$ cat src/rtl/writeback_unit.sv
// Register-file write-side master: merges ALU and load results onto one write port
// and keeps the per-register busy scoreboard that stalls issue on RAW/WAW hazards.
module writeback_unit #(
  parameter int XLEN      = 32,
  parameter int LDQ_DEPTH = 2
) (
  input  logic            clk,
  input  logic            rst_n,
  input  logic            issue_valid,
  input  logic [4:0]      issue_rs1,
  input  logic [4:0]      issue_rs2,
  input  logic [4:0]      issue_rd,
  output logic            issue_stall,
  input  logic            alu_valid,
  input  logic [4:0]      alu_rd,
  input  logic [XLEN-1:0] alu_data,
  input  logic            ld_valid,
  output logic            ld_ready,
  input  logic [4:0]      ld_rd,
  input  logic [XLEN-1:0] ld_data,
  output logic            reg_we,
  output logic [4:0]      reg_waddr,
  output logic [XLEN-1:0] reg_wdata,
  output logic            err
);

  localparam int PTR_W = $clog2(LDQ_DEPTH);
  localparam int CNT_W = $clog2(LDQ_DEPTH + 1);
  localparam logic [CNT_W-1:0] DEPTH_C = CNT_W'(LDQ_DEPTH);

  logic [31:0]       busy_q, busy_d;
  logic [4:0]        ldq_rd_q   [LDQ_DEPTH];
  logic [XLEN-1:0]   ldq_data_q [LDQ_DEPTH];
  logic [PTR_W-1:0]  wr_ptr_q, wr_ptr_d, rd_ptr_q, rd_ptr_d;
  logic [CNT_W-1:0]  count_q, count_d;
  logic              reg_we_q, reg_we_d;
  logic [4:0]        reg_waddr_q, reg_waddr_d;
  logic [XLEN-1:0]   reg_wdata_q, reg_wdata_d;
  logic              err_q, err_d;

  logic              issue_acc_s, ld_xfer_s, push_s, pop_s, sel_valid_s;
  logic [4:0]        sel_rd_s;
  logic [XLEN-1:0]   sel_data_s;

  assign issue_stall = issue_valid & (busy_q[issue_rs1] | busy_q[issue_rs2] | busy_q[issue_rd]);
  assign issue_acc_s = issue_valid & ~issue_stall;
  assign ld_ready    = (count_q < DEPTH_C);
  assign ld_xfer_s   = ld_valid & ld_ready;

  assign reg_we    = reg_we_q;
  assign reg_waddr = reg_waddr_q;
  assign reg_wdata = reg_wdata_q;
  assign err       = err_q;

  // Strict-priority source selection: ALU, then FIFO head, then same-cycle load bypass.
  always_comb begin
    sel_valid_s = 1'b0;
    sel_rd_s    = 5'd0;
    sel_data_s  = '0;
    push_s      = 1'b0;
    pop_s       = 1'b0;
    if (alu_valid) begin
      sel_valid_s = 1'b1;
      sel_rd_s    = alu_rd;
      sel_data_s  = alu_data;
      push_s      = ld_xfer_s;
    end else if (count_q != '0) begin
      sel_valid_s = 1'b1;
      sel_rd_s    = ldq_rd_q[rd_ptr_q];
      sel_data_s  = ldq_data_q[rd_ptr_q];
      pop_s       = 1'b1;
      push_s      = ld_xfer_s;
    end else if (ld_xfer_s) begin
      sel_valid_s = 1'b1;
      sel_rd_s    = ld_rd;
      sel_data_s  = ld_data;
    end else begin
      sel_valid_s = 1'b0;
    end
  end

  // FIFO pointer/count and write-port next-state.
  always_comb begin
    wr_ptr_d = push_s ? wr_ptr_q + PTR_W'(1) : wr_ptr_q;
    rd_ptr_d = pop_s  ? rd_ptr_q + PTR_W'(1) : rd_ptr_q;
    case ({push_s, pop_s})
      2'b10:   count_d = count_q + CNT_W'(1);
      2'b01:   count_d = count_q - CNT_W'(1);
      default: count_d = count_q;
    endcase
    reg_we_d = sel_valid_s & (sel_rd_s != 5'd0);
    if (sel_valid_s) begin
      reg_waddr_d = sel_rd_s;
      reg_wdata_d = sel_data_s;
    end else begin
      reg_waddr_d = reg_waddr_q;
      reg_wdata_d = reg_wdata_q;
    end
  end

  // Scoreboard: commit clears, accepted issue sets afterwards so set wins on a collision.
  always_comb begin
    busy_d = busy_q;
    err_d  = err_q;
    if (reg_we_q) begin
      err_d = err_q | ~busy_q[reg_waddr_q];
      busy_d[reg_waddr_q] = 1'b0;
    end else begin
      err_d = err_q;
    end
    if (issue_acc_s && (issue_rd != 5'd0)) begin
      busy_d[issue_rd] = 1'b1;
    end else begin
      busy_d = busy_d;
    end
    busy_d[0] = 1'b0;
  end

  // Control state: scoreboard, FIFO pointers, write port and sticky error.
  always_ff @(posedge clk or negedge rst_n) begin
    if (!rst_n) begin
      busy_q      <= 32'd0;
      wr_ptr_q    <= '0;
      rd_ptr_q    <= '0;
      count_q     <= '0;
      reg_we_q    <= 1'b0;
      reg_waddr_q <= 5'd0;
      reg_wdata_q <= '0;
      err_q       <= 1'b0;
    end else begin
      busy_q      <= busy_d;
      wr_ptr_q    <= wr_ptr_d;
      rd_ptr_q    <= rd_ptr_d;
      count_q     <= count_d;
      reg_we_q    <= reg_we_d;
      reg_waddr_q <= reg_waddr_d;
      reg_wdata_q <= reg_wdata_d;
      err_q       <= err_d;
    end
  end

  // Load FIFO storage; cleared on reset so no stale result can ever resurface.
  always_ff @(posedge clk or negedge rst_n) begin
    if (!rst_n) begin
      for (int i = 0; i < LDQ_DEPTH; i++) begin
        ldq_rd_q[i]   <= 5'd0;
        ldq_data_q[i] <= '0;
      end
    end else if (push_s) begin
      ldq_rd_q[wr_ptr_q]   <= ld_rd;
      ldq_data_q[wr_ptr_q] <= ld_data;
    end
  end

endmodule

$ cat config.mk
export PLATFORM = sky130hd
export DESIGN_NAME = writeback_unit
export DESIGN_NICKNAME = d
export VERILOG_FILES = /design/src/rtl/writeback_unit.sv
export SDC_FILE = /design/constraint.sdc
export NUM_CORES = 1
export LEC_CHECK = 0
export CAP_MARGIN = 15
export CORE_UTILIZATION = 51
export CTS_CLUSTER_DIAMETER = 50
export DETAILED_ROUTE_END_ITERATION = 12
export PLACE_DENSITY = 0.77
export SYNTH_ARGS = -nofsm -noshare
export SYNTH_HDL_FRONTEND = slang
export SYNTH_SLANG_ARGS = --single-unit
export TNS_END_PERCENT = 30
$ cat constraint.sdc
create_clock -name clk -period 5.4 [get_ports clk]
set_input_delay 0.54 -clock clk [delete_from_list [all_inputs] [get_ports clk]]
set_output_delay 0.54 -clock clk [all_outputs]
set_load 0.03 [all_outputs]
==> impl_metrics.prom, run 1 <==
# TYPE chip_impl_metric gauge
chip_impl_info{name="status",value="completed"} 1
chip_impl_metric{name="drt_first_iter_violations",unit=""} 408
chip_impl_metric{name="netlist-cell-type-count",unit=""} 53
chip_impl_metric{name="post-cts-setup-buffer-count",unit=""} 0
chip_impl_metric{name="synthArstFlopShare",unit="%"} 100.0
chip_impl_metric{name="core_region_area",unit="um2"} 15150
chip_impl_metric{name="grt_max_degree",unit=""} 102
chip_impl_metric{name="synth_area",unit="um2"} 7904
chip_impl_metric{name="multi_input_comb_area",unit="um2"} 3933
chip_impl_info{name="critical_path_class",value="in2out"} 1
chip_impl_metric{name="hold_viol",unit=""} 0
chip_impl_metric{name="antenna_left",unit=""} 0
chip_impl_metric{name="postRouteWirelength",unit="um"} 22130
chip_impl_metric{name="clock-skew-final",unit="ns"} 0.009577
chip_impl_metric{name="fillers",unit=""} 1147
chip_impl_metric{name="sequential_cell_area",unit="um2"} 3705
chip_impl_metric{name="die_height",unit="um"} 126.5
chip_impl_metric{name="synth.yosys.warnings",unit=""} 0
chip_impl_metric{name="die_w",unit="um"} 126.5
chip_impl_metric{name="start_util",unit="%"} 52.19
chip_impl_metric{name="hpwl",unit="um"} 14750
chip_impl_metric{name="dr_wl_met2",unit="um"} 10780
chip_impl_metric{name="avgViaCountPerCell",unit=""} 6.350
chip_impl_info{name="dr.max_layer_used",value="met4"} 1
chip_impl_metric{name="grt_pass1_vias",unit=""} 6499
chip_impl_metric{name="critical_path_fanouts_max",unit=""} 31
chip_impl_metric{name="numCtsBuffers",unit=""} 17
chip_impl_metric{name="layout_worst_path_cycle_share",unit="%"} 80.54
chip_impl_metric{name="design.final.nets",unit=""} 920
chip_impl_metric{name="synth_enable_flop_cells",unit=""} 0
chip_impl_metric{name="synth-seq-area-share",unit="%"} 46.86
chip_impl_metric{name="drive_above_1_share",unit="%"} 18.52
chip_impl_metric{name="drcViolationCount",unit=""} 0
chip_impl_metric{name="cap_viol_max_count",unit=""} 0
chip_impl_metric{name="max-vdd-ir-drop",unit="mV"} 0.3257
chip_impl_metric{name="layout.cells.non_filler",unit=""} 1025
chip_impl_metric{name="final_period_minus_worst_setup_slack",unit="ns"} 4.349
chip_impl_metric{name="place.gp.congestion",unit=""} 0.9402
chip_impl_metric{name="cellLeakagePower",unit="nW"} 4.104
chip_impl_metric{name="tightest_slew",unit="ns"} 1.044
chip_impl_info{name="postSynth.topFlopCell",value="dfrtp_1"} 1
chip_impl_metric{name="power.total",unit="mW"} 5.917
chip_impl_metric{name="total_global_routing_track_utilization",unit="%"} 28.75
chip_impl_metric{name="signed_area_change_from_the_synthesized_netlist_to_the_final_layout",unit="%"} 26.80
chip_impl_metric{name="post_synthesis_instance_total",unit=""} 722
chip_impl_metric{name="max_slew_headroom_at_the_worst_pin",unit="%"} 29.87
chip_impl_metric{name="antenna_found_initial",unit=""} 0
chip_impl_metric{name="antenna-diode-count",unit=""} 0
chip_impl_metric{name="design.portCount",unit=""} 135
chip_impl_metric{name="place.detailed.instances",unit=""} 994
chip_impl_info{name="hold_class",value="in2async"} 1
chip_impl_metric{name="routed_wire_length_per_instance",unit="um"} 21.59
chip_impl_metric{name="clock_tree.htree_level_count",unit=""} 4
chip_impl_metric{name="cell_count_of_the_worst_reg_to_reg_path",unit=""} 6
chip_impl_metric{name="drt_pre_antenna_iters",unit=""} 5
chip_impl_metric{name="cp.required",unit="ns"} 4.86
chip_impl_metric{name="global_route_wire_length_before_repair",unit="um"} 35200
chip_impl_metric{name="fin_tns_setup",unit="ns"} 0
chip_impl_info{name="cts.root.buffer_cell",value="clkbuf_16"} 1
chip_impl_info{name="crit_path_end_kind",value="primary output"} 1
chip_impl_metric{name="cts_hold_repair.buffers",unit=""} 0
chip_impl_metric{name="grt_overflow",unit=""} 0
chip_impl_metric{name="total_via_count_after_detailed_routing",unit=""} 6509
chip_impl_info{name="critical_path.startpoint_type",value="input pin"} 1
chip_impl_metric{name="synth_seq_cells",unit=""} 148
chip_impl_metric{name="setup-violations-final",unit=""} 0
chip_impl_metric{name="floorplan.die_area",unit="um2"} 16000
chip_impl_metric{name="met3WireLength",unit="um"} 1636
chip_impl_metric{name="synth_nets",unit=""} 817
chip_impl_metric{name="timing.fmax",unit="MHz"} 229.9
chip_impl_metric{name="worst-endpoint-arrival",unit="ns"} 3.81
chip_impl_info{name="cts_tree",value="yes"} 1
chip_impl_metric{name="cts.clk_slew.worst_paths",unit="ns"} 0.06
chip_impl_metric{name="postLayoutCoreUtil",unit="%"} 66.17
chip_impl_metric{name="worst_skew_pair.late_latency",unit="ns"} 0.42
chip_impl_metric{name="synthesis.area_per_instance",unit="um2"} 10.95
chip_impl_metric{name="cts_resized",unit=""} 0
chip_impl_metric{name="detail_route.wirelength.met1",unit="um"} 9012
chip_impl_metric{name="power_density",unit="nW/um2"} 590.4
chip_impl_metric{name="rows",unit=""} 45
chip_impl_metric{name="cts-root-to-sink-buffers",unit=""} 2
chip_impl_metric{name="slew_viol_final",unit=""} 0
chip_impl_metric{name="cts_num_sinks",unit=""} 148
chip_impl_metric{name="portBuffers",unit=""} 134
chip_impl_info{name="rsz0062_at_grt",value="false"} 1
metal layers:
layer	GRT usage [%]	up-vias
li1	-	2923
met1	37.23	3258
met2	46.73	271
met3	6.158	57
met4	12.62	0
met5	0	-
sequential cells by signal (all words and copies together) (netlist names):
signal      flops
count_q         2
reg_wdata      32
err             1
reg_we          1
busy_q         31
rd_ptr_q        1
wr_ptr_q        1
reg_waddr       5
ldq_rd_q       10
ldq_data_q     64
final timing paths:
path                         startpoint             to  slack [ns]
max in group asynchronous         rst_n  reg_wdata[26]        3.99
min reg2reg                         err            err        0.48
min                               rst_n  ldq_data_q[2]        0.22
min in group clk                    err            err        0.48
max reg2reg                  busy_q[16]     busy_q[10]        2.60
max                        issue_rs1[0]    issue_stall        1.05
cell type report:
cell class              instances  share of cell area (%)
clock inverters                12                   2.497
clock buffers                  19                   4.519
repair buffers                143                   14.02
well taps                     188                   2.347
multi-input cells             504                   39.24
flip-flops and latches        148                   36.97
inverters                      11                  0.4120
through the flow:
stage	hold slack (ns)	worst slack, ns	area [um2]
after floorplan	0.2444	2.267	7904
after global placement	0.4541	1.130	9319
after detailed placement	0.4646	1.072	9319
after CTS	0.2570	1.067	10020
after global routing	0.3014	0.9103	10020
final	0.2229	1.051	10020
logic make-up (layout without fill, tap and decap cells):
family                     after synthesis  in the layout  synth area share, %
AOI/OAI and AO/OA                      195            195                15.09
xor gates and xnor gates                 4              4               0.4433
adders and majority gates                1              1               0.1583
buffers and inverters                   70            185                3.593
DFF                                    148            148                46.86
muxes                                  155            155                24.11
and+or+nand+nor                        149            149                9.752
cells in the final DEF, fill, tap and decap left out, types with 2 or more instances in the layout:
cell type | netlist | routed
or3_1 | 2 | 2
dfrtp_1 | 148 | 147
nand2b_1 | 6 | 6
mux2i_1 | 52 | 52
buf_4 | 0 | 9
a21oi_1 | 6 | 6
o41ai_1 | 5 | 5
nand3_1 | 31 | 31
nand4_1 | 6 | 6
clkbuf_16 | 0 | 17
a22oi_1 | 32 | 32
nor3b_1 | 2 | 2
o211ai_1 | 3 | 3
or3b_2 | 4 | 4
inv_1 | 11 | 11
clkdlybuf4s50_1 | 0 | 132
mux4_2 | 16 | 16
mux4_1 | 3 | 3
clkbuf_8 | 0 | 2
nand3b_1 | 9 | 9
a2111oi_0 | 3 | 3
a21o_1 | 3 | 3
o22ai_1 | 4 | 4
clkinvlp_4 | 0 | 3
xnor2_1 | 3 | 3
a221oi_1 | 2 | 2
o21ai_0 | 94 | 94
nand2_1 | 21 | 20
mux2_2 | 84 | 84
or2_2 | 2 | 2
a211oi_1 | 2 | 2
bufinv_16 | 0 | 7
nor3_1 | 4 | 4
nor4b_1 | 2 | 2
nor2b_1 | 3 | 3
a311oi_1 | 2 | 2
a31oi_1 | 32 | 32
nor2_1 | 49 | 48
critical path, cell delays in order:
cell             delay, ns
clkdlybuf4s50_1       0.70
mux4_1                0.61
nor2_1                0.11
nor4b_1               0.06
or3_1                 0.43
nand4b_4              0.45
o21a_1                0.32
clkdlybuf4s50_1       0.59
report_power, final:
part	leakage, nW	total [mW]	internal (mW)	switching, mW
registers	1.79	2.21	1.63	0.582
logic	1.98	2.31	1.15	1.16
clock network	0.332	1.40	0.937	0.461
total	4.10	5.92	3.72	2.20
cells in the mapped netlist (all sizes together), types with 4 or more instances:
cell type | instances | share of area, %
a21oi | 7 | 0.49
a22oi | 32 | 3.0
a31oi | 32 | 2.5
buf | 19 | 1.2
clkbuf | 40 | 1.9
dfrtp | 148 | 47
inv | 11 | 0.52
mux2 | 84 | 12
mux2i | 52 | 6.6
mux4 | 19 | 5.6
nand2 | 21 | 1.0
nand2b | 6 | 0.47
nand3 | 31 | 2.0
nand3b | 9 | 0.85
nand4 | 6 | 0.47
nor2 | 49 | 2.3
nor3 | 4 | 0.25
o21ai | 94 | 6.0
o22ai | 4 | 0.32
o41ai | 5 | 0.55
or3b | 4 | 0.44
(Power assumes the default switching activity.)
==> run 2, diff against run 1 <==
- CORE_UTILIZATION: 51 -> 49
- PLACE_DENSITY: 0.77 -> 0.78
- clock period: 5.4 -> 3.5 ns (I/O delays scaled with it)
==> run 2 against run 1 <==
- total power rose by 48%
- die area rose by 4.0%
- routed wire length fell by 3.8%
- clock power rose by 32%
- critical path type unchanged
==> impl_metrics.prom, run 2 (synthesized netlist as in run 1, its figures left out) <==
# TYPE chip_impl_metric gauge
chip_impl_info{name="status",value="completed"} 1
chip_impl_metric{name="post-cts-setup-buffer-count",unit=""} 0
chip_impl_metric{name="worst-endpoint-arrival",unit="ns"} 2.90
chip_impl_metric{name="grt_overflow",unit=""} 0
chip_impl_metric{name="worst_hold_slack",unit="ns"} 0.06487
chip_impl_info{name="mostFrequentLayoutCells",value="dfrtp_1 (147), clkdlybuf4s50_1 (131), o21ai_0 (94)"} 1
chip_impl_metric{name="portBuffers",unit=""} 134
chip_impl_metric{name="largest_reg_flops",unit=""} 64
chip_impl_metric{name="fin_tns_setup",unit="ns"} 0
chip_impl_metric{name="critical_path.n_buffers_inverters",unit=""} 2
chip_impl_metric{name="worst_setup_slack_after_placement",unit="ns"} 0.01218
chip_impl_metric{name="cts.clk_slew.worst_paths",unit="ns"} 0.06
chip_impl_metric{name="antenna_left",unit=""} 0
chip_impl_metric{name="hpwl",unit="um"} 14560
chip_impl_metric{name="slew_viol_final",unit=""} 0
chip_impl_metric{name="avgViaCountPerCell",unit=""} 6.133
chip_impl_metric{name="hold_viol",unit=""} 0
chip_impl_metric{name="drcViolationCount",unit=""} 0
chip_impl_metric{name="design.final.nets",unit=""} 934
chip_impl_metric{name="max-vdd-ir-drop",unit="mV"} 0.4805
chip_impl_metric{name="cts_hold_repair.buffers",unit=""} 0
chip_impl_info{name="layout_commonest_cell",value="dfrtp_1"} 1
chip_impl_metric{name="cts-root-to-sink-buffers",unit=""} 2
chip_impl_metric{name="cp.required",unit="ns"} 3.15
chip_impl_metric{name="critical_path_fanouts_max",unit=""} 4
chip_impl_info{name="largest_register",value="ldq_data_q"} 1
chip_impl_metric{name="cellLeakagePower",unit="nW"} 4.139
chip_impl_info{name="hold_class",value="in2async"} 1
chip_impl_metric{name="slowest_delay",unit="ns"} 0.61
chip_impl_metric{name="place.detailed.instances",unit=""} 1036
chip_impl_info{name="crit-reg2reg-launch",value="busy_q[14]"} 1
chip_impl_metric{name="grt_max_degree",unit=""} 104
chip_impl_metric{name="clock-skew-final",unit="ns"} 0.005912
chip_impl_metric{name="final_period_minus_worst_setup_slack",unit="ns"} 3.248
chip_impl_metric{name="antenna_found_initial",unit=""} 0
chip_impl_metric{name="timing.final.ws_setup",unit="ns"} 0.2522
chip_impl_metric{name="grt_pass1_vias",unit=""} 6693
chip_impl_info{name="crit-reg2reg-capture",value="busy_q[11]"} 1
chip_impl_metric{name="total_global_routing_track_utilization",unit="%"} 26.80
chip_impl_metric{name="drt_pre_antenna_iters",unit=""} 6
chip_impl_info{name="cts.root.buffer_cell",value="clkbuf_16"} 1
chip_impl_metric{name="antenna-diode-count",unit=""} 0
chip_impl_metric{name="total_via_count_after_detailed_routing",unit=""} 6538
chip_impl_metric{name="die_height",unit="um"} 129.0
chip_impl_info{name="crit_path_top_delay_cell",value="clkdlybuf4s50_1"} 1
chip_impl_metric{name="tightest_slew",unit="ns"} 0.9913
chip_impl_metric{name="cts_num_sinks",unit=""} 148
chip_impl_metric{name="setup-violations-final",unit=""} 0
chip_impl_info{name="crit_path_end_kind",value="primary output"} 1
chip_impl_metric{name="core_region_area",unit="um2"} 15830
chip_impl_metric{name="floorplan.die_area",unit="um2"} 16640
chip_impl_info{name="rsz0062_at_grt",value="false"} 1
chip_impl_metric{name="drt_first_iter_violations",unit=""} 512
chip_impl_metric{name="drive_above_1_share",unit="%"} 19.65
chip_impl_metric{name="design.portCount",unit=""} 135
chip_impl_metric{name="postRouteWirelength",unit="um"} 21290
chip_impl_info{name="critical_path.startpoint_type",value="input pin"} 1
chip_impl_metric{name="max_slew_headroom_at_the_worst_pin",unit="%"} 33.92
chip_impl_metric{name="global_route_wire_length_before_repair",unit="um"} 34310
chip_impl_metric{name="layout.cells.non_filler",unit=""} 1066
chip_impl_info{name="cts_tree",value="yes"} 1
chip_impl_metric{name="routed_wire_length_per_instance",unit="um"} 19.97
chip_impl_metric{name="rows",unit=""} 46
chip_impl_metric{name="register_to_register_setup_slack",unit="ns"} 0.94
chip_impl_metric{name="postLayoutCoreUtil",unit="%"} 63.62
chip_impl_info{name="critical-path-top-delay-family",value="buffers and inverters"} 1
chip_impl_metric{name="signed_area_change_from_the_synthesized_netlist_to_the_final_layout",unit="%"} 27.40
chip_impl_metric{name="start_util",unit="%"} 49.94
chip_impl_metric{name="power_density",unit="nW/um2"} 871.0
chip_impl_metric{name="place.gp.congestion",unit=""} 0.9861
chip_impl_metric{name="numCtsBuffers",unit=""} 17
chip_impl_info{name="worstPathCellList",value="clkdlybuf4s50_1, mux4_1, nor2_1, nor4b_1, or3_1, nand4b_4, o21a_1, dlygate4sd2_1"} 1
chip_impl_metric{name="cell_count_of_the_worst_reg_to_reg_path",unit=""} 7
chip_impl_metric{name="cap_viol_max_count",unit=""} 0
chip_impl_metric{name="worst_skew_pair.late_latency",unit="ns"} 0.42
chip_impl_metric{name="layout_worst_path_cycle_share",unit="%"} 92.79
chip_impl_metric{name="die_w",unit="um"} 129.0
chip_impl_info{name="critical_path_class",value="in2out"} 1
chip_impl_metric{name="clock_tree.htree_level_count",unit=""} 4
chip_impl_metric{name="timing.fmax",unit="MHz"} 307.9
## run 2: power by group
group	leakage [nW]	switching, mW	internal (mW)	total [mW]
combinational	2.06	1.79	1.79	3.58
sequential	1.79	0.818	2.52	3.34
clock	0.291	0.684	1.17	1.85
## run 2: layer usage
metal / track usage (%) / vias up / part of all wire (%)
met3: 6.486 / 53 / 6.8
met2: 42.86 / 297 / 49
met4: 13.36 / 0 / 2.8
met1: 34.13 / 3250 / 42
li1: - / 2938 / -
met5: 0 / - / 0
## run 2: worst reg2reg max path, delay by kind of cell (launching register included)
family	cells	cell delay, ns
compound gates	1	0.43
buf+inv	1	0.25
flops	1	0.47
mux	1	0.54
simple gates	4	0.76
## run 2: metrics by stage
step | total power, mW | cell area [um2]
final | 8.771 | 10070
after global routing | 9.280 | 10070
after CTS | 8.773 | 10070
after detailed placement | 6.895 | 9472
after global placement | 6.721 | 9472
after floorplan | 5.616 | 7904
## run 2: cell type report
class / count / area, um2
clock inverter: 9 / 128.9
multi-input combinational: 504 / 3933
clock buffer: 21 / 470.5
fill: 1201 / 5758
inverter: 11 / 41.29
timing repair buffer: 157 / 1521
tap: 216 / 270.3
sequential: 148 / 3705
## run 2: timing repair
item                       in CTS  in global routing
resized for setup               1                  0
hold endpoints to repair        0                  0
setup endpoints to repair       1                  0
## run 2: worst max-delay path by stage
stage,start,endpoint,cells after the start
detailed placement,issue_rs1[0],issue_stall,8
finish,issue_rs1[0],issue_stall,8
global placement,issue_rs1[0],issue_stall,8
CTS,issue_rs1[0],issue_stall,8
global route,issue_rs1[0],issue_stall,8
floorplan,issue_rd[1],issue_stall,9
